--- config.mk ---
export PLATFORM = sky130hd
export DESIGN_NAME = mem_port_arbiter
export DESIGN_NICKNAME = d
export VERILOG_FILES = /design/src/rtl/mem_port_arbiter.sv
export SDC_FILE = /design/constraint.sdc
export NUM_CORES = 1
export LEC_CHECK = 0
export BUFFER_PORTS_ARGS = -buffer_cell sky130_fd_sc_hd__clkbuf_2
export CORE_MARGIN = 3
export CORE_UTILIZATION = 43
export DETAILED_ROUTE_END_ITERATION = 12
export GPL_TIMING_DRIVEN = 0
export MAX_ROUTING_LAYER = met4
export PLACE_DENSITY_LB_ADDON = 0.2
export SYNTH_ARGS = -nofsm -noshare
export SYNTH_HDL_FRONTEND = slang
export SYNTH_SLANG_ARGS = --single-unit
--- constraint.sdc ---
create_clock -name clk_i -period 2.7 [get_ports clk_i]
set_input_delay 0.81 -clock clk_i [delete_from_list [all_inputs] [get_ports clk_i]]
set_output_delay 0.81 -clock clk_i [all_outputs]
set_load 0.02 [all_outputs]
--- src/rtl/mem_port_arbiter.sv ---
// Arbitrates NCORE pipelined cores onto one fixed-latency data-memory port.
// Define ARB_FIXED_PRIORITY_EN for lowest-index-wins arbitration; default is round-robin.
module mem_port_arbiter #(
    parameter int NCORE   = 2,
    parameter int AW      = 32,
    parameter int DW      = 32,
    parameter int MEM_LAT = 2
) (
    input  logic                clk_i,
    input  logic                rst_i,
    input  logic [NCORE-1:0]    req_i,
    input  logic [NCORE-1:0]    we_i,
    input  logic [NCORE*AW-1:0] addr_i,
    input  logic [NCORE*DW-1:0] wdata_i,
    output logic [NCORE-1:0]    gnt_o,
    output logic [NCORE-1:0]    done_o,
    output logic [DW-1:0]       rdata_o,
    output logic [NCORE-1:0]    stall_o,
    output logic                mem_en_o,
    output logic                mem_we_o,
    output logic [AW-1:0]       mem_addr_o,
    output logic [DW-1:0]       mem_wdata_o,
    input  logic [DW-1:0]       mem_rdata_i
);

    localparam int IW = (NCORE > 1) ? $clog2(NCORE) : 1;
    localparam int CW = $clog2(MEM_LAT + 1);

    typedef enum logic [1:0] {IDLE, BUSY, DONE} state_t;

    state_t           state;
    state_t           state_nxt;
    logic [CW-1:0]    cnt;
    logic [NCORE-1:0] owner;
    logic [IW-1:0]    win;
    logic             any_req;

    assign any_req = |req_i;

`ifdef ARB_FIXED_PRIORITY_EN
    always_comb begin
        win = '0;
        for (int i = NCORE - 1; i >= 0; i--) begin
            if (req_i[i]) win = IW'(i);
        end
    end
`else
    logic [IW-1:0] last;
    logic          found;

    // Circular search beginning just after the previous winner.
    always_comb begin
        win   = '0;
        found = 1'b0;
        for (int i = 1; i <= NCORE; i++) begin
            if (!found && req_i[(int'(last) + i) % NCORE]) begin
                found = 1'b1;
                win   = IW'((int'(last) + i) % NCORE);
            end
        end
    end

    always_ff @(posedge clk_i) begin
        if (rst_i) begin
            last <= IW'(NCORE - 1);
        end else if (state == IDLE && any_req) begin
            last <= win;
        end
    end
`endif

    always_comb begin
        state_nxt = state;
        gnt_o     = '0;
        done_o    = '0;
        mem_en_o  = 1'b0;
        case (state)
            IDLE: begin
                if (any_req) state_nxt = BUSY;
            end
            BUSY: begin
                gnt_o    = owner;
                mem_en_o = 1'b1;
                if (cnt == CW'(MEM_LAT - 1)) state_nxt = DONE;
            end
            DONE: begin
                done_o    = owner;
                state_nxt = IDLE;
            end
            default: state_nxt = IDLE;
        endcase
    end

    assign stall_o = req_i & ~done_o;

    always_ff @(posedge clk_i) begin
        if (rst_i) begin
            state       <= IDLE;
            cnt         <= '0;
            owner       <= '0;
            mem_we_o    <= 1'b0;
            mem_addr_o  <= '0;
            mem_wdata_o <= '0;
            rdata_o     <= '0;
        end else begin
            state <= state_nxt;
            case (state)
                IDLE: begin
                    if (any_req) begin
                        owner       <= NCORE'(1) << win;
                        mem_we_o    <= we_i[win];
                        mem_addr_o  <= addr_i[int'(win)*AW +: AW];
                        mem_wdata_o <= wdata_i[int'(win)*DW +: DW];
                        cnt         <= '0;
                    end
                end
                BUSY: begin
                    cnt <= cnt + 1'b1;
                    // Memory data is valid only in the final BUSY cycle.
                    if (state_nxt == DONE) rdata_o <= mem_rdata_i;
                end
                default: ;
            endcase
        end
    end

endmodule

## Word level (Yosys, flattened, before mapping)

Index checks and enable logic that the tools add are counted.

- Bits in registers: 104
- Input port bits: 166
- Output and inout port bits: 104
- Logic and storage cells: 54

- $add $sub $neg: 3
- Magnitude comparators: 3
- Equal/unequal tests: 5
- Shifts and indexed selects: 3
- Muxes and demuxes: 19
- Bitwise gates (word level): 4
- Reductions and logical operators: 9

Operators by type and width:

| kind | number |
|---|---|
| indexed part select 64 x 7 -> 32 bit | 2 |
| 2-to-1 mux 1 bit | 12 |
| 2-to-1 mux 2 bit | 5 |
| case mux 2 bit (2 select lines) | 2 |
| < comparator 2 x 3 -> 1 bit, second input constant | 2 |
| AND reduction 2 bit | 3 |
| equality test 2 x 1 -> 1 bit, second input constant | 2 |
| equality test 2 bit, second input constant | 2 |
| adder 1 bit, second input constant | 2 |
| adder 2 x 1 -> 2 bit, second input constant | 1 |
| AND 1 bit, first input constant | 2 |
| AND 2 bit | 1 |
| logical AND 1 bit | 2 |
| zero test 2 bit | 1 |
| < comparator 1 x 2 -> 1 bit, second input constant | 1 |
| != test 2 bit, second input constant | 1 |
| inverter 2 bit | 1 |
| nonzero test 2 bit | 1 |
| OR reduction 2 bit | 1 |
| left shift 1 x 1 -> 2 bit, first input constant | 1 |
| zero test 1 bit | 1 |

## Depth between registers and ports, before layout

Gate-level depths: netlist of run 1.

- Word-level depth: 11
- Mapped depth: 7
- Depth with buffers taken out: 5

## Worst setup path before layout of run 1

OpenSTA, ideal clock, no wires.

- Path type: input to output
- Start point: input req_i[1]
- End point: output stall_o[1]
- Data arrival time: 1945 ps
- Required time: 1890 ps
- Path slack: -55 ps
- Cell stages on the path: 4
- Path buffers: 3
- Cell sequence: clkbuf_1 clkbuf_1 clkbuf_1 nor2b_1

- Longest elaborated chain between the ends: 1

Ends and longest elaborated chain:

| element | RTL line | RTL |
|---|---|---|
| start, declared | 11 | `input logic [NCORE-1:0] req_i,` |
| AND 2 bit | 94 | `assign stall_o = req_i & ~done_o;` |
| end, declared | 18 | `output logic [NCORE-1:0] stall_o,` |

Every way passes these cells.

## Final worst setup path of run 1

Ends and elaborated chain as after synthesis.

==> impl_results.md, run 1 <==
- Net switching power: 1.15 mW
- Count of synthesis-stage warnings from yosys: 0
- Final worst clock skew: 0.00620 ns
- Number of nets in the final layout: 1002
- Clock power share: 29.3%
- Flip-flop cell with the highest count after synthesis: dfxtp_1
- Critical Path, Cell by Cell: clkbuf_1, clkbuf_4, nor2b_2, clkbuf_2
- Worst setup path category: input port to output port
- Floorplan die width: 107 um
- Share of layout cells above drive strength 1: 35.6%
- All-Layer GR Usage: 29.8%
- Count of flip-flops with a built-in enable after synthesis: 0
- Total gr overflow: 0
- Net Count, Synth: 725
- Largest family of logic cells by synthesized area: simple AND/OR/NAND/NOR gates
- Max-slew headroom at the worst pin: 56.9%
- Total negative setup slack: 0 ns
- Sinks on the clock net: 104
- Clock transition at the register clock pins on the worst setup and hold paths after CTS: 0.09 ns
- Final setup violation count: 0
- CP endpoint kind: output port
- # Max-Cap Violations: 0
- Syn Std Cell Area: 0.00435 mm^2
- Post-synthesis share of cell area spent on xor and xnor gates: 0%
- TritonCTS buffer count: 9
- Sequential share of power: 47.1%
- First-pass detailed-route iteration total: 5
- Pin slew with the least headroom to its limit: 0.647 ns
- Vias in the first global route: 5289
- CTS Root Buffer Type: clkbuf_8
- Required @ worst endpoint: 1.89 ns
- Shortest period the worst path allows: 2.60 ns
- Outcome: complete, no violations
- Mux cell area share after synthesis: 0%
- Setup Buffers After CTS: 0
- Die ar.: 0.0114 mm^2
- Largest buffer count on any clock path: 2
- Combinational cell fraction of total power: 23.5%
- Largest vdd supply drop: 0.273 mV
- Leading cell types by count after synthesis: nand3_1 (130), dfxtp_1 (104), o21ai_0 (67), nand2_1 (66), a31oi_1 (65)
- Internal Power: 2.48 mW
- Biggest area consumer among synthesized cells: dfxtp_1
- RSZ-0062 raised after global routing: no
- Post-detailed-route count of antenna-violating nets: 0
- Pin count of the biggest net entering global routing: 20
- Weighted congestion reported at the end of routability-driven placement: 0.828
- Post-synthesis instance total: 558
- TritonCTS clock tree: done
- Smallest hold slack: 0.462 ns
- Arrival time at the worst endpoint: 1.79 ns
- Top cells by area in the synthesized netlist: dfxtp_1 (48%), nand3_1 (15%), a31oi_1 (9.4%), o21ai_0 (7.7%), nand2_1 (5.7%)
- Seq/Total Area, Yosys: 47.9%
- Hold Crit Class: flop to flop
- CP max FO: 19
- Core Box Area: 0.00982 mm^2
- Average cell area after synthesis: 7.79 um^2
- Post-synth cell types: 24
- Maximum level of the CTS H-tree: 3
- Wirelength per Cell: 17.5 um
- Switching share of power: 31.8%
- Via count of the routed design: 5483
- Master of the slowest instance on the critical path: clkbuf_4
- Number of cells on the worst hold path: 2
- Pleak: 2.64 nW
- Chip Height: 107 um
- Compound-gate portion of the synthesized area: 22.2%
- Via/cell ratio: 5.64
- Hold buffers post-CTS: 0
- Async set-reset flop share out of synthesis: 0%
- Simple-gate area share of the yosys netlist: 23.5%
- Post-synth top area share: 47.9%
- Final clock period utilization by the worst path: 96.2%
- Total number of placement rows: 36
- Wire length of the first global-routing pass: 26100 um
- Residual DRC count: 0
- Pins Over Slew Limit: 0
- Total power after layout: 3.63 mW
- Area grow syn2layout: 39.5%
- # port buffers: 267
- Critical Path Max Stage Delay: 0.36 ns
- Initial antenna violation count: 0
- Type of origin of the critical path: input port
- Number of antenna cells inserted: 0
- Clock Latency Late Sink: 0.36 ns
- Final Hold Fails: 0
- Worst Reg2Reg Path Length in Cells: 5
- Adder-Cell Fraction of Synth Area: 0.288%
- Routed WL: 17000 um
- Reg-to-reg setup timing slack: 1.05 ns
- Number of top-level pins: 270
- Flip-flop and latch count after synthesis: 104
- First DRT Iteration DRCs: 284
- Power density relative to cell area: 598 mW/mm^2
- Detailed Place HPWL: 12900 um
- Dominant cell by count in the synthesized netlist: nand3_1
- Initial core utilization: 44.3%
- Max Fclk: 385 MHz
[final timing paths]
path               startpoint       endpoint
setup / recovery     req_i[1]     stall_o[1]
hold / removal    rdata_o[14]    rdata_o[14]
setup reg to reg     state[1]  mem_addr_o[7]
hold reg to reg   rdata_o[14]    rdata_o[14]
[logic make-up after synthesis]
| group | Yosys count |
|---|---|
| buf+inv | 65 |
| flops | 104 |
| fa+ha+maj | 1 |
| compound gates | 173 |
| simple gates | 215 |
[what timing repair did]
item,4_1_cts,5_1_grt
endpoints found under the setup margin,1,0
endpoints found under the hold margin,0,0
resized for setup,2,0
[sequential cells by signal (all words and copies together), names as in the netlist]
signal	flops
mem_addr_o	32
mem_wdata_o	32
rdata_o	32
cnt	2
owner	2
state	2
last	1
mem_we_o	1
[power groups by stage]
| stage | Clock (mW) | Combinational (mW) | Sequential (mW) |
|---|---|---|---|
| after global placement | 0 | 0.831 | 1.74 |
| after global routing | 1.13 | 0.930 | 1.72 |
| after floorplan | 0 | 0.353 | 1.86 |
| after CTS | 1.07 | 0.851 | 1.71 |
| final | 1.06 | 0.854 | 1.71 |
| after detailed placement | 0 | 0.849 | 1.74 |
[layout make-up]
class	instances	area (um^2)
Clock buffer	11	131
Buffer	62	260
Inverter	2	7.51
Multi-Input combinational cell	389	2000
Timing Repair Buffer	267	1340
Fill cell	961	3750
Tap cell	133	166
Sequential cell	104	2080
Clock inverter	5	81.3
[cell usage in the layout (no fill, tap or decap)]
cell type / n
a211oi_2: 1
a21oi_1: 37
a221o_1: 1
a31oi_1: 65
and2_1: 4
and3b_1: 1
buf_1: 3
buf_2: 13
buf_6: 1
bufinv_16: 2
clkbuf_1: 46
clkbuf_2: 267
clkbuf_4: 1
clkbuf_8: 9
clkinv_2: 1
clkinv_4: 1
clkinvlp_4: 1
dfxtp_1: 104
ha_1: 1
inv_1: 2
nand2_1: 66
nand2b_1: 5
nand3_1: 130
nand3b_1: 1
nor2_1: 1
nor2_2: 1
nor2b_1: 2
nor2b_2: 1
nor3b_1: 1
o211ai_1: 2
o21ai_0: 67
or2_1: 2
[through the flow]
stage / cells / util (%) / setup slack, ns / cell area (um^2)
CTS: 973 / 61.8 / 0.106 / 6060
global placement: 958 / 59.6 / -0.426 / 5850
finish: 973 / 61.8 / 0.102 / 6060
global route: 973 / 61.8 / 0.0213 / 6060
detailed placement: 958 / 59.6 / -0.449 / 5850
floorplan: 558 / - / 0.0202 / 4350
[critical path: cells and delay by family]
kind                   cells  cell delay, ns
and+or+nand+nor            1            0.18
buffers and inverters      3            0.79
[routing by layer]
metal  vias up  GRT usage (%)  wire length (um)
met2       311           48.1              8010
met1      2570           36.3              6870
met3        45           5.40              1500
li1       2557              -                 -
met5         -              -                 0
met4         0           13.6               607
No activity file was read; power rests on OpenSTA's default activity.
==> run 2, diff against run 1 <==
--- a/config.mk
+++ b/config.mk
@@ -5,9 +5,10 @@
 export SDC_FILE = /design/constraint.sdc
 export NUM_CORES = 1
 export LEC_CHECK = 0
+export ABC_AREA = 1
 export BUFFER_PORTS_ARGS = -buffer_cell sky130_fd_sc_hd__clkbuf_2
 export CORE_MARGIN = 3
-export CORE_UTILIZATION = 43
+export CORE_UTILIZATION = 44
 export DETAILED_ROUTE_END_ITERATION = 12
 export GPL_TIMING_DRIVEN = 0
 export MAX_ROUTING_LAYER = met4
==> run 2 against run 1 <==
  * Synthesized cell count is 23% higher
  * Sequential share of layout area is 1.4 points lower
  * Sequential power hardly changed
  * Non-clock buffer count is 6 lower
  * Core utilization is 1.4 points higher
  * Flip-flop and latch count stayed put
  * Die area is 3.8% higher
==> impl_results.md, run 2 <==
- Total gr overflow: 0 (unchanged)
- Syn Std Cell Area: 0.00463 mm^2 (+6.5%)
- Final Hold Fails: 0 (unchanged)
- Pleak: 3.23 nW (+22%)
- Worst setup path category: input port to output port
- Pins Over Slew Limit: 0 (unchanged)
- Share of layout cells above drive strength 1: 32.6% (-3.0 points)
- Chip Height: 109 um (+1.9%)
- Final setup violation count: 0 (unchanged)
- Max-slew headroom at the worst pin: 63.5% (+6.6 points)
- Biggest area consumer among synthesized cells: dfxtp_1
- Flip-flop and latch count after synthesis: 104 (unchanged)
- Combinational cell fraction of total power: 26.8% (+3.3 points)
- CTS Root Buffer Type: clkbuf_8
- Critical R2R Launch: cnt[1]
- Net Count, Synth: 854 (+18%)
- Routed length on met3: 1070 um (-29%)
- All-Layer GR Usage: 24.4% (-5.4 points)
- Number of top-level pins: 270 (unchanged)
- # Max-Cap Violations: 0 (unchanged)
- Vias in the first global route: 4794 (-9.4%)
- Routed length on met1: 6040 um (-12%)
- Number of cells on the worst hold path: 2 (unchanged)
- Total number of placement rows: 36 (unchanged)
- Pin count of the biggest net entering global routing: 20 (unchanged)
- Average cell area after synthesis: 6.74 um^2 (-14%)
- Dominant cell by count in the synthesized netlist: nand2_1
- TritonCTS buffer count: 9 (unchanged)
- CP endpoint kind: output port
- Weighted congestion reported at the end of routability-driven placement: 0.852 (+2.9%)
- Post-synth top area share: 45.0% (-2.9 points)
- Wirelength per Cell: 13.2 um (-24%)
- Hold Crit Class: flop to flop
- Residual DRC count: 0 (unchanged)
- Routed WL: 14500 um (-14%)
- Critical Path Start: req_i[1]
- Post-synthesis instance total: 687 (+23%)
- Pin slew with the least headroom to its limit: 0.547 ns (-0.0996 ns)
- Clock transition at the register clock pins on the worst setup and hold paths after CTS: 0.10 ns (about the same)
- Type of origin of the critical path: input port
- Detailed Place HPWL: 11300 um (-12%)
- Max Fclk: 412 MHz (+7.0%)
- Die ar.: 0.0118 mm^2 (+3.8%)
- Leading cell types by count after synthesis: nand2_1 (301), dfxtp_1 (104), a21oi_1 (101), nand3_1 (100), clkbuf_1 (24)
- Post-detailed-route count of antenna-violating nets: 0 (unchanged)
- Most frequent cells in the layout: nand2_1 (301), clkbuf_2 (267), dfxtp_1 (104), a21oi_1 (101), nand3_1 (100)
- Power density relative to cell area: 573 mW/mm^2 (-4.3%)
- Maximum level of the CTS H-tree: 3 (unchanged)
- Number of nets in the final layout: 1131 (+13%)
- # port buffers: 267 (unchanged)
- Worst Reg2Reg Path Length in Cells: 7 (+2)
- Clock Latency Late Sink: 0.36 ns (about the same)
- Regs by FF count: mem_addr_o (32), mem_wdata_o (32), rdata_o (32)
- Area grow syn2layout: 36.4%
- Arrival time at the worst endpoint: 1.62 ns (-0.17 ns)
- Setup Buffers After CTS: 0 (unchanged)
- Final clock period utilization by the worst path: 89.9% (-6.3 points)
- Post-synth cell types: 18 (-25%)
- Count of flip-flops with a built-in enable after synthesis: 0 (unchanged)
- Outcome: complete, no violations
- Fill cell count: 1013 (+5.4%)
- Via/cell ratio: 4.85 (-14%)
- Count of synthesis-stage warnings from yosys: 0 (unchanged)
- Sinks on the clock net: 104 (unchanged)
- Core Box Area: 0.0100 mm^2 (+1.8%)
- Uppermost metal layer occupied by signal nets: met4
- Initial core utilization: 46.3% (+2.0 points)
- Clock power share: 25.9% (-3.4 points)
- TritonCTS clock tree: done
- Async set-reset flop share out of synthesis: 0% (unchanged)
- Sequential share of power: 47.4% (+0.3 points)
- First-pass detailed-route iteration total: 5 (unchanged)
- Required @ worst endpoint: 1.89 ns (about the same)
- Hold buffers post-CTS: 0 (unchanged)
- Largest buffer count on any clock path: 2 (unchanged)
- HP Start: rdata_o[29]
- Flip-flop cell with the highest count after synthesis: dfxtp_1
- Via count of the routed design: 5348 (-2.5%)
- Largest vdd supply drop: 0.363 mV (+33%)
- Total negative setup slack: 0 ns (unchanged)
- Commonest non-fill, non-tap cell in the layout: nand2_1
- RSZ-0062 raised after global routing: no
- Shortest period the worst path allows: 2.43 ns (-0.170 ns)
- Wire length of the first global-routing pass: 22500 um (-14%)
- Top cells by area in the synthesized netlist: dfxtp_1 (45%), nand2_1 (24%), a21oi_1 (11%), nand3_1 (11%), buf_2 (2.1%)
- CP max FO: 15 (-4)
- Internal Power: 2.36 mW (-4.7%)
- Fraction of the core area covered by cells at the end of the flow: 63.2% (+1.4 points)
- Net switching power: 1.26 mW (+8.9%)
- Seq/Total Area, Yosys: 45.0% (-2.9 points)
- First DRT Iteration DRCs: 270 (-4.9%)
- Routed wire length on met2: 7150 um (-11%)
- Post-CTS sizing: 0 (-2)
- Switching share of power: 34.7% (+3.0 points)
- Final worst clock skew: 0.0128 ns (+0.00660 ns)
- Floorplan die width: 109 um (+1.9%)
- Initial antenna violation count: 0 (unchanged)
- Number of antenna cells inserted: 0 (unchanged)
run 2: cell types whose count changed in the layout (fill, tap and decap cells not counted), sizes merged, moves of 23 or more:
| cell | previous run | this run |
|---|---|---|
| nand3 | 130 | 100 |
| nand2 | 66 | 301 |
| o21ai | 67 | 4 |
| a21oi | 37 | 101 |
| clkbuf | 323 | 300 |
| a31oi | 65 | 0 |
run 2: area by class of cell:
class,instances,area (um^2),share of cell area [%]
Sequential cell,104,2080,33.0
Buffer,56,274,4.34
Clock inverter,7,65.1,1.03
Tap cell,133,166,2.64
Inverter,9,33.8,0.535
Timing Repair Buffer,267,1340,21.2
Multi-Input combinational cell,517,2230,35.4
Clock buffer,9,124,1.96
run 2: worst paths after layout:
check,slack (ns),end
hold / removal,0.47,rdata_o[29]
hold reg to reg,0.47,rdata_o[29]
setup reg to reg,1.06,rdata_o[9]
setup / recovery,0.27,stall_o[1]
run 2: logic make-up (layout without fill, tap and decap cells):
group	Yosys count	count (layout)	synth area share, %
AO/OA/AOI/OAI	106	106	11.8
adder cells (fa/ha/maj)	1	1	0.270
buffers and inverters	66	348	6.76
flip-flops	104	104	45.0
AND/OR/NAND/NOR	410	410	36.2
run 2: worst max-delay path: stages:
cell and delay [ns]:
buf_4 0.21, buf_2 0.25, o21ai_0 0.11, inv_1 0.06, clkbuf_2 0.16
run 2: per-layer routing:
metal / global-route usage (%) / vias to the layer above
met3: 4.12 / 21
li1: - / 2772
met2: 41.4 / 191
met1: 29.5 / 2364
met5: - / -
met4: 7.66 / 0
run 2: per-stage QoR:
step / power, mW / worst slack [ns] / area (um^2) / hold slack [ns] / std cells
after floorplan: 2.35 / 0.360 / 4630 / 0.429 / 687
after global placement: 2.72 / 0.0823 / 6130 / 0.443 / 1087
after detailed placement: 2.72 / 0.0766 / 6130 / 0.452 / 1087
after CTS: 3.65 / 0.0762 / 6320 / 0.469 / 1103
after global routing: 3.82 / 0.177 / 6310 / 0.485 / 1102
final: 3.62 / 0.272 / 6310 / 0.468 / 1102
run 2: power groups by stage:
stage	Clock (mW)	Sequential (mW)	Combinational [mW]
floorplan	0	1.88	0.467
global placement	0	1.74	0.975
detailed placement	0	1.75	0.975
CTS	0.956	1.71	0.978
global route	1.01	1.73	1.08
finish	0.935	1.71	0.968
==> run 3, diff against run 2 <==
--- a/config.mk
+++ b/config.mk
@@ -5,14 +5,14 @@
 export SDC_FILE = /design/constraint.sdc
 export NUM_CORES = 1
 export LEC_CHECK = 0
-export ABC_AREA = 1
 export BUFFER_PORTS_ARGS = -buffer_cell sky130_fd_sc_hd__clkbuf_2
 export CORE_MARGIN = 3
-export CORE_UTILIZATION = 44
+export CORE_UTILIZATION = 43
 export DETAILED_ROUTE_END_ITERATION = 12
 export GPL_TIMING_DRIVEN = 0
 export MAX_ROUTING_LAYER = met4
 export PLACE_DENSITY_LB_ADDON = 0.2
+export SETUP_SLACK_MARGIN = 0.15
 export SYNTH_ARGS = -nofsm -noshare
 export SYNTH_HDL_FRONTEND = slang
 export SYNTH_SLANG_ARGS = --single-unit
==> run 3 against run 2 <==
  * Clock skew is 0.0055 ns lower
  * Sequential share of layout area grew 1.4 points
  * Clock power rose by 4.3%
  * Sequential power barely moved
  * Combinational power decreased by 12%
  * Final cell count down 12%
  * Non-clock buffer count is 7 higher
  * Core utilization shrank 1.5 points
  * Maximum frequency fell by 2.4%
  * Power is 2.1% lower
  * Critical path type unchanged
  * Highest routed layer unchanged
==> impl_results.md, run 3 (same netlist as run 1, synthesis figures left out) <==
- Hold buffers post-CTS: 0 (unchanged)
- Wirelength per Cell: 17.4 um (+32%)
- Initial antenna violation count: 0 (unchanged)
- Outcome: complete, no violations
- First-pass detailed-route iteration total: 5 (unchanged)
- Pre-CTS WS: -0.134 ns (-0.211 ns)
- Final worst-path setup slack: 0.211 ns (-0.0609 ns)
- Required @ worst endpoint: 1.89 ns (about the same)
- All-Layer GR Usage: 29.7% (+5.4 points)
- Most frequent cells in the layout: clkbuf_2 (268), nand3_1 (130), dfxtp_1 (104), o21ai_0 (67), nand2_1 (66)
- Initial core utilization: 44.3% (-2.0 points)
- Weighted congestion reported at the end of routability-driven placement: 0.860 (+1.0%)
- Final Hold Fails: 0 (unchanged)
- CP max FO: 10 (-5)
- GR Util met1: 36.2% (+6.6 points)
- Met2 global-route usage: 49.1% (+7.7 points)
- Clock transition at the register clock pins on the worst setup and hold paths after CTS: 0.09 ns (about the same)
- Area after DPL: 0.00585 mm^2 (-4.5%)
- Chip Height: 107 um (-1.9%)
- Vias in the first global route: 5107 (+6.5%)
- Largest buffer count on any clock path: 2 (unchanged)
- TritonCTS clock tree: done
- Maximum level of the CTS H-tree: 3 (unchanged)
- First DRT Iteration DRCs: 452 (+67%)
- Pins Over Slew Limit: 0 (unchanged)
- Pleak: 2.64 nW (-18%)
- Largest vdd supply drop: 0.269 mV (-26%)
- Max Fclk: 402 MHz (-2.4%)
- # port buffers: 267 (unchanged)
- Area grow syn2layout: 39.3%
- Total gr overflow: 0 (unchanged)
- Fill cell count: 957 (-5.5%)
- Number of top-level pins: 270 (unchanged)
- Clock Latency Late Sink: 0.37 ns (about the same)
- Sinks on the clock net: 104 (unchanged)
- Final clock period utilization by the worst path: 92.2% (+2.3 points)
- CTS Root Buffer Type: clkbuf_8
- # Max-Cap Violations: 0 (unchanged)
- Summed area of non-filler cells in the final layout: 0.00606 mm^2 (-4.1%)
- Residual DRC count: 0 (unchanged)
- Total number of placement rows: 36 (unchanged)
- Worst setup path category: input port to output port
- Final worst clock skew: 0.00726 ns (-0.00554 ns)
- Met3 capacity usage during global routing: 6.19% (+2.1 points)
- Setup Buffers After CTS: 0 (unchanged)
- Core Box Area: 0.00982 mm^2 (-1.8%)
- Share of layout cells above drive strength 1: 35.7% (+3.1 points)
- Pin slew with the least headroom to its limit: 0.611 ns (+0.0634 ns)
- Number of nets in the final layout: 1003 (-11%)
- Max-slew headroom at the worst pin: 59.3% (-4.2 points)
- Pin count of the biggest net entering global routing: 16 (-20%)
- Final setup violation count: 0 (unchanged)
- Post-detailed-route count of antenna-violating nets: 0 (unchanged)
- Hold Crit Class: flop to flop
- RSZ-0062 raised after global routing: no
- Floorplan die width: 107 um (-1.9%)
- Regs by FF count: mem_addr_o (32), mem_wdata_o (32), rdata_o (32)
- Via count of the routed design: 5382 (+0.64%)
- Type of origin of the critical path: input port
- Routed WL: 16900 um (+16%)
- Wire length of the first global-routing pass: 25900 um (+15%)
- Detailed Place HPWL: 12800 um (+13%)
- Most Crowded Layer GR: met2
- TritonCTS buffer count: 9 (unchanged)
- Number of antenna cells inserted: 0 (unchanged)
- Shortest period the worst path allows: 2.49 ns (+0.0609 ns)
- Arrival time at the worst endpoint: 1.68 ns (+0.06 ns)
- Via/cell ratio: 5.53 (+14%)
- Commonest non-fill, non-tap cell in the layout: clkbuf_2
- Die ar.: 0.0114 mm^2 (-3.7%)
- Power density relative to cell area: 584 mW/mm^2 (+2.1%)
- CP endpoint kind: output port
## run 3: cell types whose count changed in the layout (fill, tap and decap cells not counted), moves of 11 or more
| cell | before | now |
|---|---|---|
| nand2_1 | 301 | 66 |
| a31oi_1 | 0 | 65 |
| a21oi_1 | 101 | 37 |
| o21ai_0 | 3 | 67 |
| nand3_1 | 100 | 130 |
| clkbuf_1 | 24 | 45 |
| buf_4 | 11 | 0 |
## run 3: path summary, 6_finish.rpt
kind	startpoint	end	slack, ns	cells after the start
setup / recovery	req_i[1]	stall_o[1]	0.21	5
hold / removal	rdata_o[0]	rdata_o[0]	0.46	2
setup reg to reg	state[1]	mem_wdata_o[27]	1.05	4
hold reg to reg	rdata_o[0]	rdata_o[0]	0.46	2
## run 3: per-stage QoR
stage	instances	hold WS [ns]	TNS [ns]	utilization [%]	total power [mW]
after global placement	958	0.442	-0.101	59.6	2.57
after global routing	973	0.478	0	61.7	3.70
after floorplan	558	0.458	0	-	2.22
final	973	0.461	0	61.7	3.54
after detailed placement	958	0.448	-0.134	59.6	2.59
after CTS	973	0.462	0	61.7	3.54
## run 3: layout make-up
class / count / area [um^2] / share of cell area [%]
Sequential cell: 104 / 2080 / 34.4
Multi-Input combinational cell: 389 / 2000 / 33.0
Timing Repair Buffer: 267 / 1340 / 22.1
Buffer: 63 / 277 / 4.57
Tap cell: 133 / 166 / 2.75
Clock buffer: 12 / 145 / 2.40
Clock inverter: 3 / 42.5 / 0.702
Inverter: 2 / 7.51 / 0.124
## run 3: what timing repair did
item,CTS,global route
resized for setup,4,1
gates cloned,0,0
endpoints found under the setup margin,1,1
## run 3: critical path, stage by stage
cell and delay, ns:
clkbuf_2 0.19, buf_8 0.17, clkbuf_4 0.20, nor2b_2 0.14
clkbuf_2 0.17
## run 3: routing by layer
layer / vias to the layer above / part of all wire [%]
met1: 2483 / 40
met5: - / 0
met2: 295 / 48
li1: 2560 / -
met4: 0 / 3.3
met3: 44 / 8.6
## run 3: report_power, final
part	switching, mW	internal [mW]	total (mW)
Combinational	0.548	0.306	0.854
Sequential	0.0618	1.65	1.71
Clock	0.526	0.449	0.975
Total	1.14	2.40	3.54
